$ cat config.mk
export PLATFORM = sky130hd
export DESIGN_NAME = anspwm_sched
export DESIGN_NICKNAME = d
export VERILOG_FILES = /design/src/rtl/anspwm_sched.sv
export SDC_FILE = /design/constraint.sdc
export NUM_CORES = 1
export LEC_CHECK = 0
export ABC_AREA = 0
export CAP_MARGIN = 40
export CORE_UTILIZATION = 56
export CTS_CLUSTER_DIAMETER = 150
export DETAILED_ROUTE_END_ITERATION = 12
export PLACE_DENSITY = 0.94
export SETUP_SLACK_MARGIN = 0.05
export SLEW_MARGIN = 15
export SYNTH_ARGS = -nofsm -noshare
export SYNTH_HDL_FRONTEND = slang
export SYNTH_SLANG_ARGS = --single-unit
$ cat constraint.sdc
create_clock -name clk -period 3.4 [get_ports clk]
set_input_delay 0.51 -clock clk [delete_from_list [all_inputs] [get_ports clk]]
set_output_delay 0.51 -clock clk [all_outputs]
set_load 0.02 [all_outputs]
$ cat src/rtl/anspwm_sched.sv
// PWM target scheduler: one-entry sample hold, frame-tick target loading,
// and a LAT-deep valid tag pipeline that mirrors the downstream stage chain.
module anspwm_sched #(
  parameter int LAT = 4,
  parameter int PW  = 8
) (
  input  logic          clk,
  input  logic          rst_n,
  input  logic          enable,
  input  logic [PW-1:0] period,
  input  logic          s_valid,
  input  logic [15:0]   s_data,
  output logic          s_ready,
  output logic [15:0]   tgt_out,
  output logic          tgt_load,
  output logic          res_valid,
  output logic          underrun,
  output logic [15:0]   frame_cnt,
  output logic          busy
);

  typedef enum logic [1:0] {
    ST_IDLE  = 2'd0,
    ST_RUN   = 2'd1,
    ST_DRAIN = 2'd2
  } state_t;

  localparam logic [PW-1:0] PER_ONE  = PW'(1'b1);
  localparam logic [PW-1:0] PER_ZERO = {PW{1'b0}};

  state_t         state_q, state_d;
  logic [PW-1:0]  per_q, per_d;
  logic [PW-1:0]  timer_q, timer_d;
  logic [15:0]    hold_q, hold_d;
  logic           hold_full_q, hold_full_d;
  logic [15:0]    tgt_q, tgt_d;
  logic           load_q, load_d;
  logic           und_q, und_d;
  logic [15:0]    fcnt_q, fcnt_d;
  logic [LAT-1:0] vld_q, vld_d;
  logic [LAT:0]   vld_ext_s;
  logic           busy_q, busy_d;
  logic           ready_q, ready_d;
  logic           tick_s;
  logic           accept_s;

  assign tick_s    = (state_q == ST_RUN) && (timer_q == PER_ZERO);
  assign accept_s  = s_valid && ready_q;
  // The tag pipeline shifts in every state; vld_d is also the drain-empty test.
  assign vld_ext_s = {vld_q, load_q};
  assign vld_d     = vld_ext_s[LAT-1:0];

  // Next-state computation for the control FSM, hold register and frame bookkeeping.
  always_comb begin
    state_d     = state_q;
    per_d       = per_q;
    timer_d     = timer_q;
    hold_d      = hold_q;
    hold_full_d = hold_full_q;
    tgt_d       = tgt_q;
    load_d      = 1'b0;
    und_d       = 1'b0;
    fcnt_d      = fcnt_q;
    case (state_q)
      ST_IDLE: begin
        if (enable) begin
          state_d = ST_RUN;
          per_d   = (period == PER_ZERO) ? PER_ONE : period;
          timer_d = PER_ZERO;
          fcnt_d  = 16'd0;
        end else begin
          state_d = ST_IDLE;
        end
      end
      ST_RUN: begin
        timer_d = (timer_q == (per_q - PER_ONE)) ? PER_ZERO : (timer_q + PER_ONE);
        // A tick consumes the hold before this cycle's accept can refill it.
        if (tick_s) begin
          fcnt_d = fcnt_q + 16'd1;
          if (hold_full_q) begin
            tgt_d       = hold_q;
            load_d      = 1'b1;
            hold_full_d = 1'b0;
          end else begin
            und_d = 1'b1;
          end
        end else begin
          fcnt_d = fcnt_q;
        end
        if (accept_s) begin
          hold_d      = s_data;
          hold_full_d = 1'b1;
        end else begin
          hold_d = hold_q;
        end
        if (!enable) begin
          state_d = ST_DRAIN;
        end else begin
          state_d = ST_RUN;
        end
      end
      ST_DRAIN: begin
        if (vld_d == {LAT{1'b0}}) begin
          state_d     = ST_IDLE;
          hold_full_d = 1'b0;
        end else begin
          state_d = ST_DRAIN;
        end
      end
      default: begin
        state_d     = ST_IDLE;
        hold_full_d = 1'b0;
      end
    endcase
    busy_d  = (state_d != ST_IDLE);
    ready_d = (state_d == ST_RUN) && !hold_full_d;
  end

  // State and output registers with asynchronous abort on reset.
  always_ff @(posedge clk or negedge rst_n) begin
    if (!rst_n) begin
      state_q     <= ST_IDLE;
      per_q       <= PER_ONE;
      timer_q     <= PER_ZERO;
      hold_q      <= 16'd0;
      hold_full_q <= 1'b0;
      tgt_q       <= 16'd0;
      load_q      <= 1'b0;
      und_q       <= 1'b0;
      fcnt_q      <= 16'd0;
      vld_q       <= {LAT{1'b0}};
      busy_q      <= 1'b0;
      ready_q     <= 1'b0;
    end else begin
      state_q     <= state_d;
      per_q       <= per_d;
      timer_q     <= timer_d;
      hold_q      <= hold_d;
      hold_full_q <= hold_full_d;
      tgt_q       <= tgt_d;
      load_q      <= load_d;
      und_q       <= und_d;
      fcnt_q      <= fcnt_d;
      vld_q       <= vld_d;
      busy_q      <= busy_d;
      ready_q     <= ready_d;
    end
  end

  assign s_ready   = ready_q;
  assign tgt_out   = tgt_q;
  assign tgt_load  = load_q;
  assign res_valid = vld_q[LAT-1];
  assign underrun  = und_q;
  assign frame_cnt = fcnt_q;
  assign busy      = busy_q;

endmodule

==> results of run 1 <==
## layout make-up
| class | instances | area share [%] |
|---|---|---|
| clock inverter | 5 | 1.840 |
| tap | 72 | 2.103 |
| sequential | 75 | 43.85 |
| timing repair buffer | 68 | 15.54 |
| inverter | 11 | 0.9641 |
| clock buffer | 10 | 2.980 |
| multi-input combinational | 196 | 32.72 |
## synthesized netlist by cell type (2+ instances only)
library cell / number
a21oi_1: 5
a31oi_1: 3
a32o_1: 3
and3_1: 4
clkbuf_1: 6
dfrtp_1: 74
ha_1: 4
inv_1: 11
mux2_2: 39
nand2_1: 19
nand2b_1: 3
nand3_1: 17
nand3b_1: 3
nand4_1: 6
nor2_1: 25
nor3_1: 4
nor4_1: 4
o21ai_0: 17
or2_2: 2
or3_1: 6
xnor2_1: 12
xor2_1: 8
## per-layer routing
| metal | global-route usage (%) | part of all wire (%) | vias up |
|---|---|---|---|
| met3 | 5.029 | 5.7 | 19 |
| met2 | 43.68 | 51 | 102 |
| met4 | 12.55 | 2.3 | 0 |
| met5 | 0 | 0 | - |
| li1 | - | - | 1167 |
| met1 | 33.77 | 41 | 1248 |
## report_power, final
| group | internal [W] | switching, W |
|---|---|---|
| Clock | 0.000408 | 0.000322 |
| Combinational | 0.000473 | 0.000411 |
| Sequential | 0.00114 | 0.000177 |
## critical path: stages (launching register included)
cell	delay, ns
dfrtp_1	0.47
inv_1	0.10
ha_1	0.13
or4b_4	0.50
nor3_4	0.32
or2_2	0.24
nand4_4	0.17
nor3_1	0.33
xnor2_1	0.19
nor2_1	0.06
## registers in the layout, indices dropped and copies added, names as in the netlist, 2 cells and up
name       cells
frame_cnt     16
hold_q        16
per_q          8
state_q        2
tgt_out       16
timer_q        8
vld_q          4
## cell families after synthesis
| logic type | count (synthesis) | share of synthesized area [%] |
|---|---|---|
| muxes | 40 | 13.36 |
| and+or+nand+nor | 101 | 16.15 |
| xor gates and xnor gates | 20 | 5.208 |
| DFF | 75 | 55.84 |
| buffers and inverters | 20 | 2.492 |
| adders and majority gates | 4 | 1.488 |
| AOI/OAI and AO/OA | 31 | 5.469 |
## path summary, 6_finish.rpt
check,startpoint,end,slack [ns],depth (start not counted)
worst min register to register,vld_q[1]$_DFF_PN0_,vld_q[2]$_DFF_PN0_,0.38,0
worst min-delay path,rst_n,frame_cnt[10]$_DFFE_PN0P_,0.1,1
worst max register to register,timer_q[0]$_DFFE_PN0P_,frame_cnt[13]$_DFFE_PN0P_,0.77,9
max in group asynchronous,rst_n,frame_cnt[2]$_DFFE_PN0P_,2.23,2
worst max-delay path,timer_q[0]$_DFFE_PN0P_,frame_cnt[13]$_DFFE_PN0P_,0.77,9
min in group clk,vld_q[1]$_DFF_PN0_,vld_q[2]$_DFF_PN0_,0.38,0
## stage by stage
stage	total power, W	hold slack, ns
floorplan	0.001811	0.2144
detailed placement	0.002208	0.3741
global placement	0.002148	0.3648
CTS	0.002948	0.1006
finish	0.002931	0.09821
global route	0.003081	0.1228
==> summary.txt, run 1 <==
Status
  – Status: finished, final reports clean

Synthesis
  – Post-Syn Area per Cell: roughly 12 um^2
  – Largest cells by area after synthesis: dfrtp_1 (55%), mux2_2 (13%), xnor2_1 (3.1%)
  – Post-synth EDFFs: 0
  – Async set-reset flop share out of synthesis: between 90% and 100%
  – Yosys warnings: 0
  – Most used DFF post-synth: dfrtp_1
  – Net count after synthesis: around 320
  – Register area share after synthesis: 55.84%
  – Mapped Area: roughly 3400 um^2
  – Cells after Synth: between 200 and 300
  – Flops & latches, synth: 75
  – Synth unique cells: 38
  – Synth area leader: dfrtp_1
  – Synth top area share: between 50 and 60%

Place
  – Placed cells: approximately 420
  – IO buf count: 64
  – DP Area: just over 4000 um^2
  – Setup WS pre-CTS: slightly above 0.8 ns
  – HPWL after DPL: 4.969 mm
  – Gp weighted congestion: just over 0.8

STA
  – Hold Vio Cnt, Final: 0
  – RSZ-0062 raised after global routing: false
  – Tcrit/Tclk final: 77.33%
  – Max-slew violations: 0
  – Actual slew at the worst max-slew pin: 0.7840 ns
  – Final Worst Setup Slack: 0.7706 ns
  – F_max: ~0.38 GHz
  – Period minus WS final: between 2 and 3 ns
  – Slew headroom: 47.59%
  – Worst Clk Skew: 0.006780 ns
  – Final setup fails: 0
  – Setup TNS Final: 0 ns

Final layout
  – Reg area: approximately 1900 um^2
  – Number of diodes: 0
  – Most common cell after layout, fill and taps aside: dfrtp_1
  – Util after Layout: between 70 and 80%
  – Layout fillers: roughly 370
  – Multi-input gate area: between 1000 and 1500 um^2
  – Cell Count, Final, Fillers Out: 437
  – Design Area, Final: between 4000 and 5000 um^2
  – Most frequent cells in the layout: dfrtp_1 (74), clkdlybuf4s50_1 (63), mux2_2 (39)
  – Layout Area Growth over Synthesis: 27.34%
  – Share of post-route cells with drive strength above 1: roughly 18%
  – Fin nets: slightly below 400

Global route
  – Largest net degree at the start of global routing: 58
  – Vias in the first global route: approximately 2600
  – GRT Resource Usage Total: 26.54%
  – Total congestion overflow: 0
  – Initial antenna violation count: 0
  – First-pass GRT wire length: between 10 and 15 mm

Worst setup path
  – Critical path capture point type: flop
  – Crit-path max FO: 8
  – Req. time, crit path: 3.63 ns
  – Startpoint types: flop
  – Crit Path Category: flop to flop
  – Critical Path AT: roughly 2.9 ns

Floorplanning
  – Die Y: roughly 80 um
  – Row cnt: 27
  – Core footprint: 5642 um^2
  – Die width: between 70 and 80 um
  – Starting density of the core: between 50 and 60%
  – Area of the die: about 6300 um^2
  – IO Pins: between 60 and 70

Route
  – 1st-pass router iterations: 4
  – Wirelength, routed: 7.342 mm
  – # DRC: 0
  – Iteration-0 DRC Markers: 194
  – Post-route ant nets: 0
  – Vias per inst: around 5.8
  – Vias: approximately 2500
  – Drt wl/cell: about 17 um

Clock tree
  – Worst-skew pair later-pin latency: 0.35 ns
  – CTS max path bufs: 2
  – Clock root buffer: clkbuf_8
  – Num CTS Buffers: 9
  – CTS tree: built
  – CTS sink count: 75
  – Hold_buf cts: 0
  – H-Tree Level Count: 3
  – Reg clk slew, reported paths: 0.08 ns
  – Number of setup buffers added after CTS: 0
  – Post-CTS resize count: 0

Job
  – Max Cap Violations: 0

Pwr
  – Leakage: ~1.9 nW
  – Maximum VDD drop: between 400 and 500 uV
  – Pwr Density: a little under 700 nW/um^2

Worst hold path
  – Worst Hold Class: primary input to async pin
(Power assumes the default switching activity.)
==> run 2: changes to the inputs <==
--- a/config.mk
+++ b/config.mk
@@ -7,10 +7,10 @@
 export LEC_CHECK = 0
 export ABC_AREA = 0
 export CAP_MARGIN = 40
-export CORE_UTILIZATION = 56
+export CORE_UTILIZATION = 52
 export CTS_CLUSTER_DIAMETER = 150
 export DETAILED_ROUTE_END_ITERATION = 12
-export PLACE_DENSITY = 0.94
+export PLACE_DENSITY = 0.89
 export SETUP_SLACK_MARGIN = 0.05
 export SLEW_MARGIN = 15
 export SYNTH_ARGS = -nofsm -noshare
==> constraint.sdc (replaced) <==
create_clock -name clk -period 2.7 [get_ports clk]
set_input_delay 0.405 -clock clk [delete_from_list [all_inputs] [get_ports clk]]
set_output_delay 0.405 -clock clk [all_outputs]
set_load 0.02 [all_outputs]
==> summary.txt, run 2 (same netlist as run 1, synthesis figures left out) <==
Clock tree
  – CTS tree: built (unchanged)
  – H-Tree Level Count: 3 (unchanged)
  – CTS sink count: 75 (unchanged)
  – Reg clk slew, reported paths: 0.08 ns (about the same)
  – CTS max path bufs: 2 (unchanged)
  – Number of setup buffers added after CTS: 0 (unchanged)
  – Worst-skew pair later-pin latency: 0.34 ns (was 0.35 ns)
  – Clock root buffer: clkbuf_8 (unchanged)
  – Post-CTS resize count: 0 (unchanged)
  – Hold_buf cts: 0 (unchanged)
  – Num CTS Buffers: 9 (unchanged)

Final layout
  – Most frequent cells in the layout: dfrtp_1 (74), clkdlybuf4s50_1 (63), mux2_2 (39) (unchanged)
  – Layout fillers: 418 (was 367)
  – Most common cell after layout, fill and taps aside: dfrtp_1 (unchanged)
  – Share of post-route cells with drive strength above 1: 19.24% (was 18.08%)
  – Number of diodes: 0 (unchanged)
  – Layout Area Growth over Synthesis: 28.61% (was 27.34%)
  – Fin nets: 397 (was 393)

Pwr
  – Pwr Density: 850.2 nW/um^2 (was 684.4 nW/um^2)
  – Maximum VDD drop: 574.4 uV (was 494.1 uV)
  – Leakage: 1.894 nW (was 1.873 nW)
  – Flop pwr share: 44.7% (was 44.9%)
  – Clk pwr share: 25.3% (was 24.9%)
  – Net Sw Power: 0.001101 W (was 0.0009102 W)
  – Pint: 0.002576 W (was 0.002021 W)
  – Comb pwr share: 30.1% (was 30.2%)
  – Switching part of the total power: 29.94% (was 31.05%)

Place
  – HPWL after DPL: 4.712 mm (was 4.969 mm)
  – Gp weighted congestion: 0.8506 (was 0.8282)
  – IO buf count: 64 (unchanged)

Floorplanning
  – Row cnt: 28 (was 27)
  – Die width: 82.42 um (was 79.50 um)
  – Core footprint: 6096 um^2 (was 5642 um^2)
  – Die Y: 82.42 um (was 79.50 um)
  – Area of the die: 6793 um^2 (was 6319 um^2)
  – IO Pins: 65 (unchanged)
  – Starting density of the core: 55.17% (was 59.61%)

Worst setup path
  – Crit path cell chain: inv_1, ha_1, or4b_4, nor3_4, or2_2, nand4_4, nor3_1, xnor2_1, nor2_1 (unchanged)
  – Critical path buffers and inverters: 1 (unchanged)
  – Critical path capture point type: flop (unchanged)
  – Startpoint types: flop (unchanged)
  – Slowest stage cell, crit path: or4b_4 (unchanged)
  – Top Family by Delay on Critical Path: simple AND/OR/NAND/NOR gates (unchanged)
  – CP Depth: 9 (unchanged)
  – Req. time, crit path: 2.92 ns (was 3.63 ns)
  – Crit Path Category: flop to flop (unchanged)
  – Reg2reg path depth: 9 (unchanged)
  – Critical Path AT: 2.60 ns (was 2.86 ns)
  – Crit-path max FO: 8 (unchanged)
  – CP max stage delay: 0.49 ns (was 0.50 ns)

Global route
  – Vias in the first global route: 2503 (was 2582)
  – GRT Resource Usage Total: 22.64% (was 26.54%)
  – Total congestion overflow: 0 (unchanged)
  – Largest net degree at the start of global routing: 39 (was 58)
  – First-pass GRT wire length: 11.40 mm (was 12.67 mm)
  – Initial antenna violation count: 0 (unchanged)

Route
  – Drt wl/cell: 15.39 um (was 16.80 um)
  – Iteration-0 DRC Markers: 188 (was 194)
  – Vias per inst: 5.527 (was 5.803)
  – # DRC: 0 (unchanged)
  – Post-route ant nets: 0 (unchanged)
  – 1st-pass router iterations: 5 (was 4)
  – Vias: 2454 (was 2536)
  – Wirelength, routed: 6.832 mm (was 7.342 mm)

Status
  – Status: finished, final reports clean (unchanged)

STA
  – Worst Clk Skew: 0.006976 ns (was 0.006780 ns)
  – Actual slew at the worst max-slew pin: 0.5855 ns (was 0.7840 ns)
  – Final setup fails: 0 (unchanged)
  – F_max: 0.4208 GHz (was 0.3803 GHz)
  – Hold Vio Cnt, Final: 0 (unchanged)
  – Slew headroom: 60.61% (was 47.59%)
  – Max-slew violations: 0 (unchanged)
  – Tcrit/Tclk final: 88.01% (was 77.33%)
  – Setup TNS Final: 0 ns (unchanged)
  – RSZ-0062 raised after global routing: false (unchanged)
  – Final hold slack: 0.1247 ns (was 0.09821 ns)
  – Period minus WS final: 2.376 ns (was 2.629 ns)

Worst hold path
  – Worst Hold Class: primary input to async pin (unchanged)

Job
  – Max Cap Violations: 0 (unchanged)
run 2: cell count changes in the layout (fill, tap and decap cells not counted), sizes merged:
cell      delta
clkinvlp     +1
buf          +4
clkinv       -1
run 2: metal layers:
layer | part of all wire (%) | global-route usage, %
met5 | 0 | 0
met2 | 49 | 36.28
met4 | 0.51 | 6.667
met1 | 44 | 28.96
met3 | 6.6 | 7.912
run 2: power groups by stage:
stage               sequential [W]  combinational, W  clock, W
floorplan                  0.00178          0.000503         0
global route               0.00168           0.00120  0.000994
CTS                        0.00164           0.00112  0.000950
global placement           0.00164           0.00108         0
detailed placement         0.00166           0.00111         0
finish                     0.00164           0.00111  0.000929
run 2: final timing paths:
| path | startpoint | to | slack (ns) |
|---|---|---|---|
| max reg2reg | timer_q[0]$_DFFE_PN0P_ | frame_cnt[13]$_DFFE_PN0P_ | 0.32 |
| max | timer_q[0]$_DFFE_PN0P_ | frame_cnt[13]$_DFFE_PN0P_ | 0.32 |
| min in group clk | vld_q[0]$_DFF_PN0_ | vld_q[1]$_DFF_PN0_ | 0.38 |
| min | rst_n | hold_q[14]$_DFFE_PN0P_ | 0.12 |
| max in group asynchronous | rst_n | per_q[0]$_DFFE_PN1P_ | 2.20 |
| min reg2reg | vld_q[0]$_DFF_PN0_ | vld_q[1]$_DFF_PN0_ | 0.38 |
run 2: through the flow:
| stage | utilization [%] | instances | instance area [um^2] | setup WS, ns | power, W |
|---|---|---|---|---|---|
| after global routing | 70.96 | 444 | 4325 | 0.1362 | 0.003873 |
| after floorplan | - | 291 | 3363 | 0.4299 | 0.002280 |
| after global placement | 67.43 | 429 | 4110 | 0.4707 | 0.002717 |
| after detailed placement | 67.43 | 429 | 4110 | 0.3883 | 0.002768 |
| after CTS | 70.96 | 444 | 4325 | 0.3050 | 0.003713 |
| final | 70.96 | 444 | 4325 | 0.3238 | 0.003677 |
run 2: cell type report:
cell class	count	area, um^2	share of cell area [%]
clock buffer	10	137.6	3.182
clock inverter	5	77.57	1.793
inverter	11	41.29	0.9546
multi-input combinational	196	1401	32.40
sequential	75	1878	43.42
tap	75	93.84	2.170
timing repair buffer	72	695.7	16.08
